File: src/rtl/ps2_keyboard_tx.sv
// Device-side PS/2 keyboard emulator: buffers key events and serialises them as
// 11-bit PS/2 frames, expanding a release into an F0 prefix frame plus the code frame.
module ps2_keyboard_tx #(
   parameter int CLK_DIV    = 8,
   parameter int GAP_CYCLES = 16,
   parameter int FIFO_DEPTH = 4
) (
   input  logic       clk,
   input  logic       resetn,
   input  logic       key_valid,
   input  logic [7:0] key_code,
   input  logic       key_break,
   output logic       key_ready,
   output logic       ps2_clk,
   output logic       ps2_data,
   output logic       busy,
   output logic [7:0] frame_cnt
);
   localparam int PTR_W   = $clog2(FIFO_DEPTH);
   localparam int CNT_MAX = (CLK_DIV > GAP_CYCLES) ? CLK_DIV : GAP_CYCLES;
   localparam int CNT_W   = $clog2(CNT_MAX + 1);
   localparam logic [PTR_W:0] OCC_FULL = (PTR_W + 1)'(FIFO_DEPTH);

   localparam logic [1:0] ST_IDLE = 2'd0;
   localparam logic [1:0] ST_HIGH = 2'd1;
   localparam logic [1:0] ST_LOW  = 2'd2;
   localparam logic [1:0] ST_GAP  = 2'd3;

   logic [8:0]       fifo_mem [FIFO_DEPTH];
   logic [PTR_W-1:0] wr_ptr_reg;
   logic [PTR_W-1:0] rd_ptr_reg;
   logic [PTR_W:0]   occ_reg;
   logic             fifo_empty;
   logic             fifo_full;
   logic             push;
   logic             pop;
   logic [8:0]       fifo_head;

   logic [1:0]       state_reg;
   logic [CNT_W-1:0] cnt_reg;
   logic [3:0]       bit_reg;
   logic [10:0]      frame_reg;
   logic [7:0]       saved_code_reg;
   logic             pending_reg;
   logic             ps2_clk_reg;
   logic             ps2_data_reg;
   logic [7:0]       frame_cnt_reg;

   function automatic logic [10:0] make_frame(input logic [7:0] d);
      return {1'b1, ~^d, d, 1'b0};
   endfunction

   assign fifo_empty = (occ_reg == '0);
   assign fifo_full  = (occ_reg == OCC_FULL);
   assign fifo_head  = fifo_mem[rd_ptr_reg];
   assign push       = key_valid && !fifo_full;
   // A pending F0 follow-up outranks the FIFO so a release stays back-to-back.
   assign pop        = (state_reg == ST_IDLE) && !pending_reg && !fifo_empty;

   assign key_ready  = !fifo_full;
   assign ps2_clk    = ps2_clk_reg;
   assign ps2_data   = ps2_data_reg;
   assign frame_cnt  = frame_cnt_reg;
   assign busy       = !fifo_empty || (state_reg != ST_IDLE) || pending_reg;

   // Storage has no reset; only the pointers and occupancy define validity.
   always_ff @(posedge clk) begin
      if (push) begin
         fifo_mem[wr_ptr_reg] <= {key_break, key_code};
      end
   end

   always_ff @(posedge clk or negedge resetn) begin
      if (!resetn) begin
         wr_ptr_reg <= '0;
         rd_ptr_reg <= '0;
         occ_reg    <= '0;
      end else begin
         if (push) begin
            wr_ptr_reg <= wr_ptr_reg + PTR_W'(1);
         end
         if (pop) begin
            rd_ptr_reg <= rd_ptr_reg + PTR_W'(1);
         end
         case ({push, pop})
            2'b10:   occ_reg <= occ_reg + (PTR_W + 1)'(1);
            2'b01:   occ_reg <= occ_reg - (PTR_W + 1)'(1);
            default: occ_reg <= occ_reg;
         endcase
      end
   end

   always_ff @(posedge clk or negedge resetn) begin
      if (!resetn) begin
         state_reg      <= ST_IDLE;
         cnt_reg        <= '0;
         bit_reg        <= '0;
         frame_reg      <= '1;
         saved_code_reg <= '0;
         pending_reg    <= 1'b0;
         frame_cnt_reg  <= '0;
      end else begin
         case (state_reg)
            ST_IDLE: begin
               if (pending_reg) begin
                  frame_reg   <= make_frame(saved_code_reg);
                  pending_reg <= 1'b0;
                  bit_reg     <= '0;
                  cnt_reg     <= '0;
                  state_reg   <= ST_HIGH;
               end else if (!fifo_empty) begin
                  if (fifo_head[8]) begin
                     frame_reg      <= make_frame(8'hF0);
                     saved_code_reg <= fifo_head[7:0];
                     pending_reg    <= 1'b1;
                  end else begin
                     frame_reg <= make_frame(fifo_head[7:0]);
                  end
                  bit_reg   <= '0;
                  cnt_reg   <= '0;
                  state_reg <= ST_HIGH;
               end
            end
            ST_HIGH: begin
               if (cnt_reg == CNT_W'(CLK_DIV - 1)) begin
                  cnt_reg   <= '0;
                  state_reg <= ST_LOW;
               end else begin
                  cnt_reg <= cnt_reg + CNT_W'(1);
               end
            end
            ST_LOW: begin
               if (cnt_reg == CNT_W'(CLK_DIV - 1)) begin
                  cnt_reg <= '0;
                  if (bit_reg == 4'd10) begin
                     frame_cnt_reg <= frame_cnt_reg + 8'd1;
                     state_reg     <= ST_GAP;
                  end else begin
                     bit_reg   <= bit_reg + 4'd1;
                     state_reg <= ST_HIGH;
                  end
               end else begin
                  cnt_reg <= cnt_reg + CNT_W'(1);
               end
            end
            default: begin
               if (cnt_reg == CNT_W'(GAP_CYCLES - 1)) begin
                  cnt_reg   <= '0;
                  state_reg <= ST_IDLE;
               end else begin
                  cnt_reg <= cnt_reg + CNT_W'(1);
               end
            end
         endcase
      end
   end

   // Line outputs are registered decodes of the FSM, so the pins trail the state by
   // one cycle and never glitch; data only moves when the bit index advances.
   always_ff @(posedge clk or negedge resetn) begin
      if (!resetn) begin
         ps2_clk_reg  <= 1'b1;
         ps2_data_reg <= 1'b1;
      end else begin
         ps2_clk_reg  <= (state_reg != ST_LOW);
         ps2_data_reg <= ((state_reg == ST_HIGH) || (state_reg == ST_LOW)) ?
                         frame_reg[bit_reg] : 1'b1;
      end
   end
endmodule

File: config.mk
export PLATFORM = sky130hd
export DESIGN_NAME = ps2_keyboard_tx
export DESIGN_NICKNAME = d
export VERILOG_FILES = /design/src/rtl/ps2_keyboard_tx.sv
export SDC_FILE = /design/constraint.sdc
export NUM_CORES = 1
export LEC_CHECK = 0
export ABC_CLOCK_PERIOD_IN_PS = 2700
export BUFFER_PORTS_ARGS = -buffer_cell sky130_fd_sc_hd__buf_2
export CORE_ASPECT_RATIO = 1.1
export CORE_MARGIN = 3
export CORE_UTILIZATION = 28
export CTS_CLUSTER_DIAMETER = 120
export DETAILED_ROUTE_END_ITERATION = 6
export HOLD_SLACK_MARGIN = 0.02
export MAX_ROUTING_LAYER = met4
export SLEW_MARGIN = 25
export SYNTH_ARGS = -nofsm -noshare
export SYNTH_HDL_FRONTEND = slang
export SYNTH_SLANG_ARGS = --single-unit
File: constraint.sdc
create_clock -name clk -period 2.7 [get_ports clk]
set_input_delay 0.405 -clock clk [delete_from_list [all_inputs] [get_ports clk]]
set_output_delay 0.405 -clock clk [all_outputs]
set_load 0.005 [all_outputs]
; ---- Yosys cells after proc, flatten, opt, wreduce, memory -nomap -nowiden
; Memories as Yosys holds them, arrays and structs flattened.
; Index checks and enable logic that the tools add are counted.
[op_classes]
add_sub_neg = 7
n_lt_le_gt_ge = 1
eq_ne = 14
mux = 29
bitwise_logic = 2
reduce_logical = 23
[op_table]
columns = cell, n
row1 = 2-to-1 mux 11 bit, 2
row2 = 2-to-1 mux 5 bit, 4
row3 = 2-to-1 mux 4 bit, 4
row4 = XNOR reduction 8 bit, 2
row5 = 2-to-1 mux 2 bit, 6
row6 = AND reduction 4 bit, 3
row7 = 2-to-1 mux 10 bit, 1
row8 = case mux 5 bit (2 select lines), 1
row9 = adder 8 x 1 -> 8 bit (second input constant), 1
row10 = != test 2 bit (second input constant), 4
row11 = case mux 4 bit (2 select lines), 1
row12 = 2-to-1 mux 1 bit, 7
row13 = case mux 2 bit (3 select lines), 1
row14 = case mux 3 bit (2 select lines), 1
row15 = nonzero test 2 bit, 3
row16 = adder 5 x 1 -> 5 bit (second input constant), 1
row17 = equality test 5 x 3 -> 1 bit (second input constant), 1
row18 = equality test 5 x 4 -> 1 bit (second input constant), 1
row19 = < comparator 4 x 5 -> 1 bit (second input constant), 1
row20 = adder 2 x 1 -> 2 bit (second input constant), 2
row21 = adder 4 x 1 -> 4 bit (second input constant), 1
row22 = binary-select mux 1 bit (select 4 bit), 1
row23 = equality test 2 x 1 -> 1 bit (second input constant), 2
row24 = equality test 2 bit (second input constant), 2
row25 = 16 further kinds, 23
[word_totals]
regBits = 48
ramBits = 36
input_bits = 12
out_inout_bits = 12
word_cells = 89
n_memories = 1
[memory_table]
columns = memory, depth, width, rd, rd_ports_with_merged_regs, wr, line_no
row1 = fifo_mem, 4, 9, 1, 0, 1, 29  ; logic [8:0] fifo_mem [FIFO_DEPTH];

; ---- Logic depth before layout (Yosys ltp)
; Gate-level depths: netlist (run 1).
[depth]
depth_word = 5
depth_mapped = 9
ltp_nobuf = 9

; ---- Least setup slack after synthesis (run 1)
; No wires, ideal clock.
[synth_timing]
path_kind = register -> register
start = register occ_reg[0]
end = register occ_reg[2]
setup_time_ns = 0.125
arrival_ns = 2.030
required_ns = 2.575
slack_ns = 0.545
path_stages_with_launch = 9
n_path_buf = 0
synth_period_minus_slack_ns = 2.155
cell_sequence = dfrtp_1 or3_1 o21ai_0 nor2_1 ha_1 fa_1 xnor2_1 nor2_1 xor2_1
[synth_between]
elab_chain_cells = 5
word_cells_on_any_way = 12
cone_classes = add/sub (2) / eq/ne (3) / mux (1) / reduce/logical (6)
[synth_rtl]
columns = item, line_no
row1 = "start, declared", 32  ; logic [PTR_W:0] occ_reg;
row2 = "start signal, assigned", 86  ; 2'b10: occ_reg <= occ_reg + (PTR_W + 1)'(1);
row3 = "start signal, assigned", 87  ; 2'b01: occ_reg <= occ_reg - (PTR_W + 1)'(1);
row4 = "start signal, assigned", 88  ; default: occ_reg <= occ_reg;
row5 = zero test 3 bit *, 53  ; assign fifo_empty = (occ_reg == '0);
row6 = zero test 1 bit *, n/a
row7 = logical AND 1 bit *, 58  ; assign pop = (state_reg == ST_IDLE) && !pending_reg && !fifo_empty;
row8 = named net pop, 36  ; logic pop;
row9 = equality test 2 x 1 -> 1 bit / equality test 2 bit (equally long branches), 85  ; case ({push, pop})
row10 = case mux 3 bit (2 select lines) / nonzero test 2 bit (equally long branches), n/a
; Mark *: on every way through the listed nets, which the timed path passes. The rest lies on a longest branch.
; A chain may end at the register's enable or synchronous reset.

; ---- Final worst setup path (run 1)
[layout_timing]
start = register state_reg[0]
end = output port busy
[layout_between]
elab_chain_cells = 3
[layout_rtl]
columns = item, line_no
row1 = "start, declared", 39  ; logic [1:0] state_reg;
row2 = "start signal, assigned", 95  ; state_reg <= ST_IDLE;
row3 = "start signal, assigned", 110  ; state_reg <= ST_HIGH;
row4 = "start signal, assigned", 121  ; state_reg <= ST_HIGH;
row5 = nonzero test 2 bit, 64  ; assign busy = !fifo_empty || (state_reg != ST_IDLE) || pending_reg;
row6 = logical OR 1 bit (2 in series), 64
row7 = "end, declared", 16  ; output logic busy,
; Every way passes these cells.

==> reports/qor.yml, run 1 <==
number_of_enable_type_register_cells_in_the_synthesized_netlist: 36
die_boundary_height_um: 129
r2r.worst_path.cells: 8
number_of_antenna_violations_at_the_first_check_in_global_routing: 0
grt_setup_unrepaired: "no"
ys.warnings.count: 0
wire_length_of_the_first_global_routing_pass_um: 11900
synthToLayoutAreaGrowth_pct: 16.8
drt-total-wl_um: 6680
totalNegativeSetupSlack_ps: 0
clkSlewWorstSetupHoldPaths_ps: 70
power_leakage_nw: 1.78
report.final.setup_viol: 0
final-instance-count-excl-fill: 510
overall_die_width_um: 118
clock_latency_ps: 340
post_drt_via_cell_ratio: 4.40
synth_fp_nets: 318
irDropWorstVdd_v: 0.000566
gp_congestion: 0.759
postSynthCellCount: 290
maxSlewViolCount: 0
syn_area_per_cell_um2: 13.4
first_iter_violations: 94
synthesis.area_um2: 3870
groute.usage.overall: 0.101
route.vias.total: 2244
critPathKind: "flop to output port"
finish.net_count: 349
worst_slack_ps: 265
worst_slew_pin_slew_ps: 511
detailedPlacementHpwl_um: 4810
n_antenna_cell: 0
die_area_um2: 15300
cts_htree_levels: 3
first_pass_iters: 4
num_rows: 44
postSynth.asyncResetShare: 0.566
fin_worst_hold_slack_ps: 271
cts_tree: "yes"
timing.critical_path.to_type: "output port"
core_area_um2: 13400
pwr_density_cell_nw_per_um2: 1150
hp-class: "input pin to flop"
grt_max_degree: 33
io_pins: 24
worst_ep_arrival_time_ps: 2030
dp.cells: 493
post_cts_setup_bufs: 0
worst_hold_path.num_cells: 1
port-buffer-count: 23
drt-wirelength-per-cell_um: 13.1
grt-ovfl-total: 0
total_number_of_clock_tree_sinks: 83
initial_utilization: 0.290
cts_buffers: 9
yosys_register_bits: 83
route.antenna.remaining_nets: 0
first_global_vias: 2386
max_clk_rate_mhz: 411
drc: 0
worst-path-max-fanout: 10
detailedPlace.worstSlack_ps: 467
flip_flop_count_of_the_largest_register_all_copies_and_words_added: 36
synth_seq_area_share: 0.586
maxCapViolCount: 0
final.min_clock_period_ps: 2440
outcome: "finished, final reports clean"
period_share: 0.902
maxSlewHeadroom: 0.659
final_layout_size_suffix_gt1_frac: 0.245
max-clock-path-buffers: 2
synth_ff_type: "sky130_fd_sc_hd__edfxtp_1"
fillerInstances: 1278
clock_tree.root_cell: "sky130_fd_sc_hd__clkbuf_16"
final.setup_skew_ps: 5.38
crit_path_start_kind: "flop"
netlist-cell-type-count: 44
finalHoldViolations: 0
cp.required_ps: 2300
## synthesized netlist by cell type (4+ instances only)
cell	number	area, µm²
sky130_fd_sc_hd__mux2_2	10	113
sky130_fd_sc_hd__a22o_1	5	43.8
sky130_fd_sc_hd__o21ai_0	26	130
sky130_fd_sc_hd__nor3b_1	5	37.5
sky130_fd_sc_hd__or3_1	5	31.3
sky130_fd_sc_hd__clkbuf_1	4	15.0
sky130_fd_sc_hd__mux4_2	8	180
sky130_fd_sc_hd__edfxtp_1	36	1080
sky130_fd_sc_hd__dfrtp_1	35	876
sky130_fd_sc_hd__dfstp_2	12	315
sky130_fd_sc_hd__and3_1	5	31.3
sky130_fd_sc_hd__nor2_1	8	30.0
sky130_fd_sc_hd__nand2_1	24	90.1
sky130_fd_sc_hd__inv_1	14	52.6
sky130_fd_sc_hd__ha_1	15	188
sky130_fd_sc_hd__xor2_1	5	43.8
sky130_fd_sc_hd__xnor2_1	21	184
sky130_fd_sc_hd__nand3_1	5	25.0
sky130_fd_sc_hd__a21oi_1	7	35.0
sky130_fd_sc_hd__nand4_1	5	31.3
## where the power goes
group          switching, mW  leakage, nW  internal [mW]
clock                  0.560        0.151          0.661
combinational           1.04        0.721          0.962
sequential             0.249        0.905           1.74
## cells in the final DEF (no fill, tap or decap), types with 2 or more instances in the layout
cell type                   netlist  routed
sky130_fd_sc_hd__ha_1            15      15
sky130_fd_sc_hd__mux4_1           3       3
sky130_fd_sc_hd__mux2i_1          3       3
sky130_fd_sc_hd__inv_8            0       4
sky130_fd_sc_hd__or3_1            5       5
sky130_fd_sc_hd__nand2b_1         2       2
sky130_fd_sc_hd__xnor2_1         21      21
sky130_fd_sc_hd__dfrtp_1         35      35
sky130_fd_sc_hd__dfstp_2         12      12
sky130_fd_sc_hd__a22o_1           5       5
sky130_fd_sc_hd__nand3_1          5       5
sky130_fd_sc_hd__a21oi_1          7       7
sky130_fd_sc_hd__mux2_2          10      10
sky130_fd_sc_hd__edfxtp_1        36      36
sky130_fd_sc_hd__nor3b_1          5       5
sky130_fd_sc_hd__nand4_1          5       5
sky130_fd_sc_hd__xor2_1           5       5
sky130_fd_sc_hd__and3_1           5       5
sky130_fd_sc_hd__mux4_2           8       8
sky130_fd_sc_hd__and2_1           2       2
sky130_fd_sc_hd__buf_2            3      23
sky130_fd_sc_hd__o21ai_0         26      25
sky130_fd_sc_hd__nor2_1           8       8
sky130_fd_sc_hd__clkbuf_16        0       9
sky130_fd_sc_hd__buf_4            0       5
sky130_fd_sc_hd__o211ai_1         2       2
sky130_fd_sc_hd__inv_1           14      14
sky130_fd_sc_hd__nor3_1           3       3
sky130_fd_sc_hd__nand2_1         24      24
## area by class of cell
type	count	area (µm²)	share of cell area
clock inverters	7	78.8	0.0174
repair buffers	29	163	0.0359
clock buffers	9	225	0.0498
multi-input cells	183	1500	0.331
inverters	15	56.3	0.0124
well taps	184	230	0.0509
flip-flops and latches	83	2270	0.502
## worst paths after layout
check	from	endpoint	slack, ps
setup / recovery	state_reg[0]	busy	260
hold / removal	key_code[0]	fifo_mem[1][0]	270
setup reg to reg	occ_reg[0]	occ_reg[2]	440
hold reg to reg	frame_cnt[7]	frame_cnt[7]	470
max in group asynchronous	resetn	frame_reg[6]	1430
min in group asynchronous	resetn	cnt_reg[2]	510
## critical path, cell delays in order (launching register included)
cell and delay (ps):
sky130_fd_sc_hd__dfrtp_1 410, sky130_fd_sc_hd__inv_1 130, sky130_fd_sc_hd__ha_1 280, sky130_fd_sc_hd__inv_1 120, sky130_fd_sc_hd__nor3_2 390, sky130_fd_sc_hd__inv_2 180
sky130_fd_sc_hd__buf_2 170
## layer usage
layer | track usage | part of all wire
met3 | 0.0323 | 0.038
met1 | 0.117 | 0.45
met2 | 0.167 | 0.49
met5 | - | 0
met4 | 0.0379 | 0.015
## timing repair
item | 4_1_cts | 5_1_grt
gates resized for setup | 0 | 0
endpoints found under the hold margin | 9 | 0
hold buffers | 1 | 0
## metrics by stage
| step | instance area (µm²) | power, mW | util |
|---|---|---|---|
| detailed placement | 4210 | 4.05 | 0.315 |
| CTS | 4530 | 5.29 | 0.338 |
| finish | 4530 | 5.21 | 0.338 |
| floorplan | 3870 | 3.57 | - |
| global route | 4530 | 5.65 | 0.338 |
| global placement | 4210 | 3.98 | 0.315 |
## cells by family after synthesis
| family | synth area share |
|---|---|
| XOR/XNOR | 0.0630 |
| multiplexers | 0.104 |
| AO/OA/AOI/OAI | 0.0723 |
| buffers and inverters | 0.0265 |
| flip-flops | 0.586 |
| AND/OR/NAND/NOR | 0.0946 |
| adder cells (fa/ha/maj) | 0.0536 |
Note: power is estimated with default switching activity, not from simulation.
==> run 2, diff against run 1 <==
--- a/config.mk
+++ b/config.mk
@@ -5,7 +5,7 @@
 export SDC_FILE = /design/constraint.sdc
 export NUM_CORES = 1
 export LEC_CHECK = 0
-export ABC_CLOCK_PERIOD_IN_PS = 2700
+export ABC_CLOCK_PERIOD_IN_PS = 3050
 export BUFFER_PORTS_ARGS = -buffer_cell sky130_fd_sc_hd__buf_2
 export CORE_ASPECT_RATIO = 1.1
 export CORE_MARGIN = 3
==> constraint.sdc (replaced) <==
create_clock -name clk -period 3.05 [get_ports clk]
set_input_delay 0.4575 -clock clk [delete_from_list [all_inputs] [get_ports clk]]
set_output_delay 0.4575 -clock clk [all_outputs]
set_load 0.005 [all_outputs]
==> run 2 against run 1 <==
Utilization decreased by 0.44 points. Largest power group is now sequential cells. Critical path type unchanged. Die area unchanged. Combinational power is 16% lower. Largest cell class unchanged. Global-route usage shrank 0.40 points.
==> reports/qor.yml, run 2 (synthesized netlist as in run 1, its figures left out) <==
finish.instance_area_um2: 4470  # -1.3%
post_cts_setup_bufs: 0  # unchanged
initial_utilization: 0.290  # unchanged
grt_setup_unrepaired: "no"
cp.required_ps: 2590  # +290 ps
final.min_clock_period_ps: 2480
first_pass_iters: 4  # unchanged
worst_slack_ps: 570  # +305 ps
overall_die_width_um: 118  # unchanged
groute.usage.overall: 0.0975  # -0.00397
synthToLayoutAreaGrowth_pct: 15.3
final.setup_skew_ps: 6.30  # +0.923 ps
critPathKind: "flop to output port"
drt-total-wl_um: 6570  # -1.7%
io_pins: 24  # unchanged
clock_tree.root_cell: "sky130_fd_sc_hd__clkbuf_16"
fillerInstances: 1328  # +3.9%
cts_tree: "yes"
n_antenna_cell: 0  # unchanged
flip_flop_count_of_the_largest_register_all_copies_and_words_added: 36  # unchanged
worst-path-max-fanout: 10  # unchanged
drc: 0  # unchanged
detailedPlace.worstSlack_ps: 732  # +265 ps
maxSlewHeadroom: 0.598  # -0.0611
max_clk_rate_mhz: 403
hold_buffers: 0  # -1
pwr_density_cell_nw_per_um2: 1010  # -12%
first_iter_violations: 89  # -5.3%
maxCapViolCount: 0  # unchanged
power_leakage_nw: 1.74  # -2.1%
die_boundary_height_um: 129  # unchanged
route.vias.total: 2255  # +0.49%
final_layout_size_suffix_gt1_frac: 0.234  # -0.0118
die_area_um2: 15300  # unchanged
irDropWorstVdd_v: 0.000487  # -14%
most_frequent_standard_cell_in_the_layout_excluding_fill_and_tap_cells: "sky130_fd_sc_hd__edfxtp_1"
timing.critical_path.to_type: "output port"
layout_common_cells: "sky130_fd_sc_hd__edfxtp_1 (36), sky130_fd_sc_hd__dfrtp_1 (35), sky130_fd_sc_hd__o21ai_0 (25)"
totalNegativeSetupSlack_ps: 0  # unchanged
max-clock-path-buffers: 2  # unchanged
port-buffer-count: 23  # unchanged
grt_max_degree: 48  # +45%
route.antenna.remaining_nets: 0  # unchanged
gp_congestion: 0.759  # about the same
clkSlewWorstSetupHoldPaths_ps: 60  # about the same
drt-wirelength-per-cell_um: 13.0  # -0.76%
num_rows: 44  # unchanged
outcome: "finished, final reports clean"
worst_slew_pin_slew_ps: 603  # +91.6 ps
period_share: 0.813
cts_buffers: 9  # unchanged
clock_latency_ps: 340  # about the same
hp-class: "input pin to async pin"
maxSlewViolCount: 0  # unchanged
cts_htree_levels: 3  # unchanged
number_of_antenna_violations_at_the_first_check_in_global_routing: 0  # unchanged
crit_path_start_kind: "flop"
finish.net_count: 344  # -1.4%
first_global_vias: 2301  # -3.6%
post_drt_via_cell_ratio: 4.47  # +1.5%
worst_ep_arrival_time_ps: 2020  # about the same
placement.cell_area_um2: 4180  # -0.65%
core_area_um2: 13400  # unchanged
detailedPlacementHpwl_um: 4580  # -4.9%
cts_repair_resize_count: 0  # unchanged
total_number_of_clock_tree_sinks: 83  # unchanged
report.final.setup_viol: 0  # unchanged
wire_length_of_the_first_global_routing_pass_um: 11500  # -3.5%
grt-ovfl-total: 0  # unchanged
finalHoldViolations: 0  # unchanged
==> run 2: cell types whose count changed in the layout (fill, tap and decap cells not counted) <==
cell | previous run | this run
sky130_fd_sc_hd__inv_6 | 1 | 3
sky130_fd_sc_hd__clkinvlp_4 | 0 | 1
sky130_fd_sc_hd__buf_4 | 5 | 2
sky130_fd_sc_hd__inv_8 | 4 | 1
sky130_fd_sc_hd__buf_2 | 23 | 22
sky130_fd_sc_hd__clkinv_1 | 0 | 1
sky130_fd_sc_hd__clkinv_8 | 1 | 0
sky130_fd_sc_hd__dlygate4sd3_1 | 1 | 0
==> run 2: final timing paths <==
| kind | startpoint | end | slack, ps | cells past startpoint |
|---|---|---|---|---|
| hold reg to reg | frame_cnt[7] | frame_cnt[7] | 470 | 1 |
| max in group asynchronous | resetn | saved_code_reg[2] | 2510 | 1 |
| hold / removal | resetn | frame_cnt[7] | 140 | 1 |
| setup reg to reg | state_reg[0] | occ_reg[1] | 730 | 7 |
| setup / recovery | state_reg[0] | busy | 570 | 6 |
| min in group clk | key_code[1] | fifo_mem[2][1] | 330 | 1 |
==> run 2: worst max-delay path, stage by stage, from the launching register on <==
cell	delay, ps
sky130_fd_sc_hd__dfrtp_1	410
sky130_fd_sc_hd__inv_1	120
sky130_fd_sc_hd__ha_1	270
sky130_fd_sc_hd__inv_1	130
sky130_fd_sc_hd__nor3_2	400
sky130_fd_sc_hd__inv_2	180
sky130_fd_sc_hd__buf_2	170
==> run 2: through the flow <==
stage | total power, mW | instances | util | hold slack [ps]
2_1_floorplan | 3.16 | 290 | - | 162
3_3_place_gp | 3.48 | 489 | 0.313 | 458
3_5_place_dp | 3.53 | 489 | 0.313 | 459
4_1_cts | 4.58 | 505 | 0.334 | 140
5_1_grt | 4.86 | 505 | 0.334 | 174
6_report | 4.51 | 505 | 0.334 | 137
==> run 2: layout make-up <==
class	count	area (µm²)	area share
sequential	83	2270	0.509
multi-input combinational	183	1500	0.336
tap	184	230	0.0515
clock buffer	9	225	0.0504
timing repair buffer	24	125	0.0280
clock inverter	7	57.6	0.0129
inverter	15	56.3	0.0126
==> run 2: power breakdown <==
part	internal, mW	switching, mW	total (mW)	leakage [nW]
Clock	0.564	0.466	1.03	0.136
Combinational	0.830	0.847	1.68	0.698
Sequential	1.54	0.255	1.80	0.905
Total	2.94	1.57	4.51	1.74
==> run 2: layer usage <==
| metal | up-vias | part of all wire | GRT usage |
|---|---|---|---|
| met2 | 27 | 0.47 | 0.152 |
| met4 | 0 | 0.016 | 0.0372 |
| met3 | 7 | 0.034 | 0.0310 |
| met1 | 1110 | 0.48 | 0.119 |
| met5 | - | 0 | - |
| li1 | 1111 | - | - |
